## src/rtl/haeuslermarkus_fir_filter_pkg.sv

```systemverilog
// Shared widths, mode encodings, reset coefficients and saturation helper for the FIR filter.
// Latency: none (declarations and a pure function only).
// Backpressure: none; nothing in here carries flow control.
package haeuslermarkus_fir_filter_pkg;

    localparam int TAPS      = 4;
    localparam int IDX_W     = 2;
    localparam int COEF_FRAC = 6;
    localparam int STEP      = 1;
    localparam int DATA_W    = 8;
    localparam int ACC_W     = 18;

    typedef enum logic [1:0] {
        MODE_HOLD   = 2'b00,
        MODE_LOAD   = 2'b01,
        MODE_FILTER = 2'b10,
        MODE_ADAPT  = 2'b11
    } mode_t;

    typedef logic signed [DATA_W-1:0] data_t;
    typedef logic [TAPS-1:0][DATA_W-1:0] vec_t;

    // c0 = 1.0 in Q1.6, all other taps zero: the filter comes out of reset as a passthrough
    localparam vec_t COEF_RESET = {8'h00, 8'h00, 8'h00, 8'h40};

    // Clamp a wide signed value into the signed 8-bit range
    function automatic data_t sat8(input logic signed [ACC_W-1:0] v);
        data_t r;
        if (v > 127)
            r = 8'sd127;
        else if (v < -128)
            r = -8'sd128;
        else
            r = v[DATA_W-1:0];
        return r;
    endfunction

endpackage

```

## src/rtl/haeuslermarkus_fir_filter_fir_mac.sv

```systemverilog
// Sum of four 8x8 signed products, arithmetic shift by the coefficient fraction, saturate to 8 bits.
// Latency: purely combinational; the caller registers the result.
// Backpressure: none; output follows inputs continuously.
module haeuslermarkus_fir_filter_fir_mac
    import haeuslermarkus_fir_filter_pkg::*;
(
    input  vec_t  line,
    input  vec_t  coef,
    output data_t y
);

    logic signed [2*DATA_W-1:0] prod [TAPS];
    logic signed [ACC_W-1:0]    acc;
    logic signed [ACC_W-1:0]    shifted;

    // Accumulate in 18 bits so four full-scale products cannot overflow, then floor-shift and clamp
    always_comb begin
        acc = '0;
        for (int k = 0; k < TAPS; k++) begin
            prod[k] = $signed(line[k]) * $signed(coef[k]);
            acc     = acc + ACC_W'(prod[k]);
        end
        shifted = acc >>> COEF_FRAC;
        y       = sat8(shifted);
    end

endmodule

```

## src/rtl/haeuslermarkus_fir_filter.sv

```systemverilog
// 4-tap FIR with direct coefficient load and sign-sign LMS adaptation, TinyTapeout wrapper.
// Latency: 1 clk from FILTER sample on ui_in to result on uo_out.
// Backpressure: none; a mode on uio_in is acted upon at every enabled edge, ena=0 freezes all state.
module haeuslermarkus_fir_filter
    import haeuslermarkus_fir_filter_pkg::*;
(
    input  logic       clk,
    input  logic       rst_n,
    input  logic       ena,
    input  logic [7:0] ui_in,
    input  logic [7:0] uio_in,
    output logic [7:0] uo_out,
    output logic [7:0] uio_out,
    output logic [7:0] uio_oe
);

    mode_t              mode;
    logic [IDX_W-1:0]   tap_idx;
    vec_t               x_q;
    vec_t               c_q;
    data_t              y_q;
    vec_t               line_next;
    data_t              y_mac;
    vec_t               c_adapt;
    logic signed [8:0]  err;
    logic signed [ACC_W-1:0] c_sum;
    logic               unused_uio;

    assign mode       = mode_t'(uio_in[7:6]);
    assign tap_idx    = uio_in[IDX_W-1:0];
    assign unused_uio = ^uio_in[5:2];

    // Post-shift delay line: the new sample lands in x0 and x3 drops off
    assign line_next = {x_q[2], x_q[1], x_q[0], ui_in};

    haeuslermarkus_fir_filter_fir_mac u_mac (
        .line (line_next),
        .coef (c_q),
        .y    (y_mac)
    );

    // Sign-sign LMS: step each coefficient toward sign(e)*sign(xk), saturating instead of wrapping
    always_comb begin
        err     = {ui_in[7], ui_in} - {y_q[7], y_q};
        c_adapt = c_q;
        c_sum   = '0;
        for (int k = 0; k < TAPS; k++) begin
            c_sum = ACC_W'($signed(c_q[k]));
            if (err != 9'sd0 && x_q[k] != 8'h00) begin
                if (err[8] ^ x_q[k][7])
                    c_sum = c_sum - ACC_W'(STEP);
                else
                    c_sum = c_sum + ACC_W'(STEP);
            end
            c_adapt[k] = sat8(c_sum);
        end
    end

    // State registers: delay line, coefficients and output, all gated by ena
    always_ff @(posedge clk or negedge rst_n) begin
        if (!rst_n) begin
            x_q <= '0;
            c_q <= COEF_RESET;
            y_q <= '0;
        end else if (ena) begin
            case (mode)
                MODE_HOLD: ;
                MODE_LOAD: c_q[tap_idx] <= ui_in;
                MODE_FILTER: begin
                    x_q <= line_next;
                    y_q <= y_mac;
                end
                MODE_ADAPT: c_q <= c_adapt;
                default: ;
            endcase
        end
    end

    assign uo_out  = y_q;
    assign uio_out = 8'h00;
    assign uio_oe  = 8'h00;

endmodule

```

## config.mk

```make
export PLATFORM = sky130hd
export DESIGN_NAME = haeuslermarkus_fir_filter
export DESIGN_NICKNAME = d
export VERILOG_FILES = /design/src/rtl/haeuslermarkus_fir_filter_pkg.sv /design/src/rtl/haeuslermarkus_fir_filter_fir_mac.sv /design/src/rtl/haeuslermarkus_fir_filter.sv
export SDC_FILE = /design/constraint.sdc
export NUM_CORES = 1
export LEC_CHECK = 0
export BUFFER_PORTS_ARGS = -buffer_cell sky130_fd_sc_hd__buf_2
export CAP_MARGIN = 25
export CORE_UTILIZATION = 37
export CTS_BUF_LIST = sky130_fd_sc_hd__clkbuf_4
export DETAILED_ROUTE_END_ITERATION = 10
export RECOVER_POWER = 25
export SLEW_MARGIN = 20
export SYNTH_ARGS = -nofsm -noshare
export SYNTH_HDL_FRONTEND = slang
export SYNTH_SLANG_ARGS = --single-unit
export TNS_END_PERCENT = 10
```

## constraint.sdc

```tcl
create_clock -name clk -period 14.1 [get_ports clk]
set_clock_uncertainty 0.2 [all_clocks]
set_input_delay 2.82 -clock clk [delete_from_list [all_inputs] [get_ports clk]]
set_output_delay 2.82 -clock clk [all_outputs]
set_load 0.1 [all_outputs]
```

==> flow_summary.ini <==
[setup_path]
cp_common_cell = fa_1
cp-start-kind = input pin
required_ns = 14.29
slowest_delay_ns = 0.65
path_max_fanout = 14
path_class = input pin to register
path_cells = buf_2, and2_1, fa_1, inv_1, fa_1, fa_1, fa_1, fa_1, inv_1, fa_1, inv_1, fa_1, inv_1, fa_1, ha_1, a21oi_1, o211ai_1, a41oi_1, a31oi_1, nor2_1, xnor2_1, o22ai_1, o22ai_1
rr_worst_depth = 22
r2r-end = uo_out[1]
cp.arrival_ns = 10.44
crit_path_end_kind = register
slowest_stage = o22ai_1
r2r-start = line_next[15]
rrSetupSlack_ns = 5.54

[yosys]
synthTopCellsByArea = fa_1 (39%), dfrtp_1 (11%), ha_1 (9.8%)
ys_seq_area_share_pct = 11.0
yosysTopAreaCell = fa_1
synth.distinct_cells = 73
synth_mux_area_share_pct = 0.426
yosys.area_share.simple_pct = 16.5
synth_compound_area_share_pct = 8.69
yosys-top-cells-count = inv_1 (424), fa_1 (322), nand2_1 (218)
synth_adder_area_share_pct = 49.1
synth-main-ff-cell = dfrtp_1
async_flop_share_pct = 100
synth_top_family_by_area = adder cells
netlist_instances = 1826
synth_area_sq_um = 16400
synth_most_common_cell = inv_1
synth_top_area_share_pct = 39.2
synth_edf_count = 0
synth-xor-area-share_pct = 2.45
synth.avg_cell_area_sq_um = 9.01
synth_warnings = 0
synth_seq_cells = 72

[clock_tree]
cts_resized = 0
postCtsSetupBuffers = 0
clock_sinks = 72
cts.clk_slew.worst_paths_ns = 0.16
clock_latency_ns = 0.53
htree_levels = 3
cts-root-buf = clkbuf_4
cts_tree = yes
postCtsHoldBufs = 0
clock_path_buffers = 2
cts_buffers = 9

[grt]
grt_pass1_wl_mm = 67.7
antenna_found_initial = 3
grt_start_max_net_pins = 73
grt_usage_pct = 19.4
grt_pass1_vias = 12500
grt_overflow = 0

[placed_design]
dp.final_hpwl_mm = 34.1
preCtsSetupSlack_ns = 3.43
routabilityCongestion = 0.854
io_buffers = 22
dp.cells = 2374

[layout]
fill_cells = 4375
final_util_pct = 39.5
area_delta_synth_final_pct = 4.41
final-instance-count-excl-fill = 2392
seqCellArea_sq_um = 1800
finalNetCount = 2270
drive_above_1_share_pct = 3.66
multiInputGateArea_sq_um = 12800

[floorplanning]
core_sq_um = 43500
initial_utilization_pct = 37.8
die_area_sq_um = 45300
ios = 43
die_h_um = 213
num_rows = 76
die_w_um = 213

[timing]
fmax_mhz = 97.6
setup_tns_ns = 0
period_needed_ns = 10.25
setup_ws_ns = 3.85
slew_headroom_pct = -191
tightest_slew_ns = 4.37
slew_violations = 73
fin_crit_sh_pct = 72.7
rsz0062_at_grt = no
setup_viol = 0
finalHoldViolCount = 0

[hold_path]
holdPathEnd = x_q[29]
hold_start = x_q[29]
hold_depth = 2
hold_class = register to register

[route]
drc_errors = 0
drt_iter0_markers = 886
vias_per_cell = 5.03
firstDrtPassIters = 7
vias = 12000
finalWirelength_mm = 41.2
antenna_left = 0
post_drt_wl_per_cell_um = 17.2

[job]
cap_violations = 1

[status]
status = complete, but fails checks
violations = capacitance limit, slew limit
## per-layer routing
layer  global-route usage, %  up-vias  share of wire (%)  wire [um]
li1                        -     5493                  -          -
met1                    26.2     6152                 43      17800
met2                    32.6      335                 49      20100
met3                    2.04       61                5.1       2110
met4                    6.10        0                2.7       1120
met5                       0        -                  0          0
## critical path, delay by kind of cell
| kind | cells | cell delay, ns |
|---|---|---|
| xor+xnor | 1 | 0.20 |
| simple gates | 2 | 0.38 |
| compound gates | 6 | 2.16 |
| fa+ha+maj | 9 | 4.18 |
| buf+inv | 5 | 0.68 |
## flip-flops by register name, summed over array words and instances, names as in the netlist
name       count
x_q            8
c_q           32
uo_out         8
line_next     24
## worst max-delay path by stage
stage / startpoint / end / cells after the start
detailed placement: ui_in[3] / uo_out[1] / 23
CTS: ui_in[3] / uo_out[1] / 23
floorplan: ui_in[5] / uo_out[1] / 25
global route: ui_in[3] / uo_out[2] / 23
global placement: ui_in[2] / uo_out[1] / 23
finish: ui_in[3] / uo_out[1] / 23
## logic make-up after synthesis
group | count (synthesis)
xor gates and xnor gates | 46
buffers and inverters | 502
adders and majority gates | 452
other | 1
muxes | 7
AOI/OAI and AO/OA | 203
DFF | 72
and+or+nand+nor | 543
## layout make-up
class | instances | share of cell area (%)
clock inverters | 7 | 0.488
diodes | 2 | 0.0291
clock buffers | 9 | 0.393
multi-input cells | 1267 | 74.3
flip-flops and latches | 72 | 10.5
well taps | 585 | 4.26
repair buffers | 26 | 0.809
inverters | 424 | 9.27
## stage by stage
stage	cell area [sq um]	hold WS (ns)
6_report	17200	0.298
3_5_place_dp	17000	0.265
5_1_grt	17200	0.317
4_1_cts	17200	0.300
3_3_place_gp	17000	0.260
2_1_floorplan	16500	0.247
## layout by cell type (no fill, tap or decap), types with 4 or more instances in the layout
master	n
clkbuf_4	9
nor4b_1	4
nor2_1	66
o211ai_1	8
o21a_1	15
and3_1	5
buf_4	4
nand2_1	218
buf_2	21
dfrtp_1	71
a31oi_1	10
a21bo_2	4
or3_1	6
mux2i_1	7
inv_6	4
ha_1	129
a21oi_1	39
nand3_1	5
nand2b_1	22
nor4_1	7
a211oi_1	5
a221oi_1	5
or2_2	5
o21ai_0	38
nor3_1	11
xor2_1	14
inv_1	424
a32oi_1	5
a221o_1	8
xnor2_1	32
o221a_2	5
and2_1	144
o22ai_1	6
conb_1	16
a21o_1	13
nand4_1	4
fa_1	322
nor2b_1	27
o21bai_1	4
Power is not shown: default switching activity piles up to over one toggle a cycle in this logic, so the estimate is an artifact.
